<file path="config.mk">
export PLATFORM = sky130hd
export DESIGN_NAME = axi_rchan_buffer
export DESIGN_NICKNAME = d
export VERILOG_FILES = /design/src/rtl/axi_rchan_buffer.sv
export SDC_FILE = /design/constraint.sdc
export NUM_CORES = 1
export LEC_CHECK = 0
export ABC_AREA = 1
export CORE_MARGIN = 2
export CORE_UTILIZATION = 30
export CTS_CLUSTER_DIAMETER = 80
export DETAILED_ROUTE_END_ITERATION = 8
export GPL_TIMING_DRIVEN = 0
export HOLD_SLACK_MARGIN = 0.15
export PLACE_DENSITY = 0.44
export SYNTH_ARGS = -nofsm -noshare
export SYNTH_HDL_FRONTEND = slang
export SYNTH_SLANG_ARGS = --single-unit
</file>
<file path="constraint.sdc">
create_clock -name aclk -period 4.2 [get_ports aclk]
set_input_delay 0.84 -clock aclk [delete_from_list [all_inputs] [get_ports aclk]]
set_output_delay 0.84 -clock aclk [all_outputs]
set_load 0.02 [all_outputs]
</file>
<file path="src/rtl/axi_rchan_buffer.sv">
// axi_rchan_buffer: FWFT buffer for AXI4 R-channel beats with burst, error and length tracking
module axi_rchan_buffer #(
  parameter int DATA_W = 32,
  parameter int DEPTH = 8,
  parameter int MAX_LEN = 16
) (
  input  logic aclk,
  input  logic areset,
  input  logic s_rvalid,
  output logic s_rready,
  input  logic [DATA_W-1:0] s_rdata,
  input  logic [1:0] s_rresp,
  input  logic s_rlast,
  output logic m_tvalid,
  input  logic m_tready,
  output logic [DATA_W-1:0] m_tdata,
  output logic m_tlast,
  output logic m_terr,
  output logic [$clog2(DEPTH):0] level,
  output logic [15:0] burst_count,
  output logic err_sticky,
  output logic len_err,
  input  logic clear_err
);
  localparam int AW = $clog2(DEPTH);
  localparam int LW = AW + 1;
  logic [DATA_W+1:0] mem [DEPTH];
  logic [AW-1:0] wr_ptr, rd_ptr;
  logic [7:0] beat_idx;
  logic push, pop, at_max, last_tag, err_tag;
  assign s_rready = level != LW'(DEPTH);
  assign m_tvalid = level != '0;
  assign push = s_rvalid && s_rready;
  assign pop = m_tvalid && m_tready;
  assign at_max = beat_idx == 8'(MAX_LEN - 1);
  assign last_tag = s_rlast || at_max;
  // SLVERR/DECERR only; EXOKAY is a successful response
  assign err_tag = s_rresp == 2'd2 || s_rresp == 2'd3;
  assign {m_tdata, m_tlast, m_terr} = mem[rd_ptr];
  always_ff @(posedge aclk)
    if (push) mem[wr_ptr] <= {s_rdata, last_tag, err_tag};
  always_ff @(posedge aclk)
    if (areset) begin
      wr_ptr <= '0;
      rd_ptr <= '0;
      level <= '0;
      beat_idx <= '0;
      burst_count <= '0;
      err_sticky <= 1'b0;
      len_err <= 1'b0;
    end else begin
      wr_ptr <= wr_ptr + AW'(push);
      rd_ptr <= rd_ptr + AW'(pop);
      level <= level + LW'(push) - LW'(pop);
      beat_idx <= push ? (last_tag ? 8'd0 : beat_idx + 8'd1) : beat_idx;
      burst_count <= burst_count + 16'(push && last_tag);
      err_sticky <= (push && err_tag) || (err_sticky && !clear_err);
      len_err <= (push && at_max && !s_rlast) || (len_err && !clear_err);
    end
endmodule

</file>
* After elaboration in Yosys (flattened, before gate mapping)
Memories as Yosys holds them, arrays and structs flattened. A register that Yosys moved wholly into a read port is not among the register bits.
Cells that the tools add are included.
** Word-level totals
- Flip-flop bits (word level) :: 36
- RAM bits :: 272
- Memories :: 1
** Cells by class
- Add/sub/neg operators :: 6
- Eq/ne operators :: 4
- Mux-type cells :: 4
- Reductions and logical operators :: 15
** Memory list
- mem :: depth 8, width 34, read ports 1, clocked after Yosys merged registers in 1, write ports 1, line 27 : logic [DATA_W+1:0] mem [DEPTH];
** Operators with widths (count)
- 16-bit by 1-bit adder with 16-bit output :: 1
- 8-bit by 1-bit adder with 8-bit output (second input constant) :: 1
- 8-bit by 4-bit == test with 1-bit output (second input constant) :: 1
- 1-bit logical AND :: 8
- 8-bit two-way mux :: 1
- 3-bit by 1-bit adder with 3-bit output :: 2
- 4-bit by 1-bit adder with 4-bit output :: 1
- 2-bit == test (second input constant) :: 2
- 1-bit logical OR :: 4
- 4-bit != test (second input constant) :: 1
- 4-bit nonzero test :: 1
- 4-bit by 1-bit subtractor with 4-bit output :: 1
- 3-bit two-way mux :: 1
- 1-bit logical NOT :: 2
- 1-bit two-way mux :: 2

* Longest topological paths before layout
- Depth in word-level cells :: 5
- Depth in mapped cells :: 15
- Depth with buffers taken out :: 15

* Worst setup path after synthesis
Ideal clock, no wire load.
- Kind :: register to register
- Start :: reg level[2]
- End :: mem mem[0][0] (netlist name), enable pin
- Library setup time :: 425 ps
- Arrival :: 2890 ps
- Slack :: 885 ps
- Cell stages (with the launch flop) :: 7
- Clock period less this slack :: 3315 ps
- Cells stage by stage :: dfxtp_1 inv_1 ha_1 nand2_1 nand2_2 or2_2 nor2_1
** On the way
- Word-level cells in the longest chain between the ends :: 4
** RTL lines
- start: declaration :: line 19 : output logic [$clog2(DEPTH):0] level,
- start signal: assignment :: line 54 : level <= level + LW'(push) - LW'(pop);
- 4-bit != test :: line 31 : assign s_rready = level != LW'(DEPTH);
- via s_rready :: line 10 : output logic s_rready,
- 1-bit logical AND :: line 33 : assign push = s_rvalid && s_rready;
- 1-bit two-way mux :: line 41 : if (push) mem[wr_ptr] <= {s_rdata, last_tag, err_tag};
- 1-bit two-way mux (not written as such) :: line 41
- end: declaration :: line 27
The timed path passes the listed nets, and every way through them passes these cells.

==> reports/results.ini <==
[run_status]
status = complete, no violations

[worst_setup_path]
cpMostUsedCell = nand2_1
cp_max_fo = 10
crit_arrival_ns = 2.79
cp_slowest_cell = clkbuf_1
r2r-start = level[2]$_SDFF_PP0_
start_kind = flop
crit_path_start = rd_ptr[0]$_SDFF_PP0_
crit_chain = inv_2, clkbuf_1, nor2_1, o21ai_1, nand2_1, nand2_1, clkdlybuf4s50_1
cpPeakStageDelay_ns = 0.61
crit_path_end_kind = output port
required_ns = 3.36
crit_type = flop to output port
r2r_cells = 6

[timing]
finalCritPeriodShare = 0.865
post-route-min-period_ns = 3.63
fin_worst_skew_ns = 0.0125
rsz0062_at_grt = false
slew_viol_final = 0
whs_ns = 0.470
slew-limit-headroom = 0.438
finalHoldViolations = 0
worstMarginPinSlew_ns = 0.841
setup_viol = 0
max_freq_mhz = 275

[yosys]
synthSimpleGateAreaFrac = 0.134
synth-compound-area-share = 0.0958
synth_warnings = 0
synthAdderAreaFrac = 0.0147
ys_ff_latch = 308
avgSynthCellArea_um2 = 11.5
synthMuxAreaShare = 0
syn_inst = 1084
synth_top_family_by_area = simple AND/OR/NAND/NOR gates
synth_xor_area_frac = 0.00423
yosysSeqAreaShare = 0.715
mappedNetlistArea_mm2 = 0.0124
ys_types = 38
synth_nets = 1138

[cts]
ctsHoldBuffers = 0
ctsResizeCount = 0
cts.path.max_buffers = 3
cts_tree = yes
clkLatencyLatePin_ns = 0.51
cts_buffers = 36
path_clk_slew_ns = 0.05
cts.htree.levels = 2
clock-sinks = 308
clk_root_buffer_cell = clkbuf_16
cts_setup_buffers = 0

[grt]
grt_pass1_vias = 7987
grt_pass1_wl_mm = 48.4
grt.overflow.total = 0
grt_antenna_before_repair = 1
grt_max_degree = 25
use_met3 = 0.0262
grt_util_all_layers = 0.147
grt_use_met1 = 0.201
grt-busiest-layer = met2
use_met2 = 0.240

[pwr]
pwr-share-clk = 0.296
power.density_mw_per_mm2 = 609
ir_drop_mv = 0.265
p_seq_frac = 0.387
combPwrFrac = 0.317
intPower_mw = 6.26
p_switching_mw = 3.07
power.leakage_nw = 5.27
sw_frac_of_total = 0.329

[cells_and_area]
drive_gt1_frac = 0.0785
nets = 1279
fin_area_mm2 = 0.0153
area_growth_pct = 23.2
regArea_mm2 = 0.00889
fillCellCount = 3954
stdcell_count = 1781
multi_input_area_mm2 = 0.00315

[drt]
via_per_inst = 4.54
drt-total-wl_mm = 31.5
drt_iter0_markers = 599
firstDrtPassIters = 5
ant_nets = 0
wl_per_cell_um = 17.7
vias = 8077
drc = 0

[floorplanning]
rows = 74
start_util = 0.304
core_mm2 = 0.0408
die_y_um = 208
die_w_um = 208
ios = 98
fp.dieArea_mm2 = 0.0431

[worst_hold_path]
min_path_cells = 2
worstHoldStart = err_sticky$_SDFF_PP0_
hold_path_class = flop to flop

[placement]
globalplace.congestion = 0.755
port-buffer-count = 95
place_area_mm2 = 0.0143
placed_cells = 1719
post-dp-hpwl_mm = 20.4

[run]
cap_violations = 0

synth_stat cells:
cell type,count,area share
inv_1,36,0.011
nor2_2,5,0.0025
o21ai_2,1,0.00070
nand3b_1,1,0.00060
dfxtp_1,36,0.058
buf_4,6,0.0036
buf_8,1,0.0012
ha_1,13,0.013
or2_2,1,0.00050
a21oi_2,1,0.00070
buf_12,1,0.0016
nor2_1,253,0.076
nand2_2,2,0.0010
o21ba_2,1,0.00081
nand2_1,151,0.046
and3_1,1,0.00050
o21ai_0,109,0.044
xor2_1,1,0.00070
clkbuf_2,4,0.0016
inv_2,1,0.00030
buf_6,4,0.0036
clkinv_1,1,0.00030
nor3_1,3,0.0012
buf_1,6,0.0018
a21o_1,1,0.00060
a31oi_1,2,0.0010
a21oi_1,14,0.0056
fa_1,1,0.0016
o21ai_1,101,0.041
o21bai_1,1,0.00060
a22oi_1,1,0.00060
nand4_1,4,0.0020
clkbuf_1,20,0.0060
edfxtp_1,272,0.66
buf_2,13,0.0052
a21boi_0,1,0.00060
xnor2_1,5,0.0035
nand3_1,9,0.0036
worst max-delay path: cells and delay by family (launching register included):
kind | cells | cell delay (ns)
flops | 1 | 0.35
buf+inv | 3 | 1.45
compound gates | 1 | 0.18
simple gates | 3 | 0.29
power groups by stage:
| stage | clock, mW | sequential [mW] | combinational, mW |
|---|---|---|---|
| 3_5_place_dp | 0 | 3.67 | 3.03 |
| 3_3_place_gp | 0 | 3.69 | 2.96 |
| 5_1_grt | 2.96 | 3.63 | 3.32 |
| 6_report | 2.76 | 3.61 | 2.95 |
| 4_1_cts | 2.85 | 3.61 | 3.04 |
| 2_1_floorplan | 0 | 3.69 | 1.71 |
logic make-up after synthesis:
family                     Yosys count
AOI/OAI and AO/OA                  233
xor gates and xnor gates             6
adders and majority gates           14
buffers and inverters               93
DFF                                308
and+or+nand+nor                    430
routing by layer:
metal / routed length [µm] / vias to the layer above / part of all wire
li1: - / 4033 / -
met1: 14700 / 3821 / 0.47
met2: 14800 / 182 / 0.47
met4: 572 / 0 / 0.018
met5: 0 / - / 0
met3: 1510 / 41 / 0.048
layout make-up:
cell class                 instances  area share
antenna                            1    0.000163
buffer                            55      0.0201
clock buffer                      54      0.0646
clock inverter                     7     0.00204
inverter                          38     0.00931
multi-input combinational        683       0.206
sequential                       308       0.580
tap                              532      0.0435
timing repair buffer             103      0.0740
state kept, by name (all words and copies together), names as in the netlist:
| name | count |
|---|---|
| mem | 272 |
| err_sticky | 1 |
| beat_idx | 8 |
| burst_count | 16 |
| wr_ptr | 3 |
| len_err | 1 |
| level | 4 |
| rd_ptr | 3 |
placed cells by master (no fill, tap or decap), types with 2 or more instances in the layout:
master	synthesis	layout
nand3_1	9	9
nor2_1	253	245
buf_12	1	6
buf_1	6	6
clkbuf_1	20	37
clkbuf_2	4	4
nor3_1	3	3
o21ai_1	101	101
clkbuf_16	0	37
o21ai_0	109	109
nand4_1	4	4
nor2_4	0	8
nor2_2	5	5
a31oi_1	2	2
ha_1	13	13
xnor2_1	5	5
edfxtp_1	272	272
buf_6	4	4
a21oi_1	14	14
buf_16	0	3
inv_1	36	36
clkinv_1	1	4
buf_4	6	6
buf_2	13	13
dfxtp_1	36	36
nand2_1	151	151
clkinv_2	0	4
nand2_2	2	2
clkdlybuf4s50_1	0	95
stage by stage:
stage,power [mW],util,setup WS [ns],TNS [ns]
after global placement,6.65,0.344,-1.36,-295.80
after global routing,9.90,0.375,0.339,0
final,9.32,0.375,0.569,0
after floorplan,5.40,-,0.885,0
after detailed placement,6.70,0.350,0.732,0
after CTS,9.50,0.375,0.480,0
worst paths after layout:
check / endpoint / slack [ns]
min: err_sticky$_SDFF_PP0_ / 0.47
max: m_tdata[29] / 0.57
max reg2reg: mem[3][26]$_DFFE_PP_ / 1.49
min reg2reg: err_sticky$_SDFF_PP0_ / 0.47
Note: power is estimated with default switching activity, not from simulation.
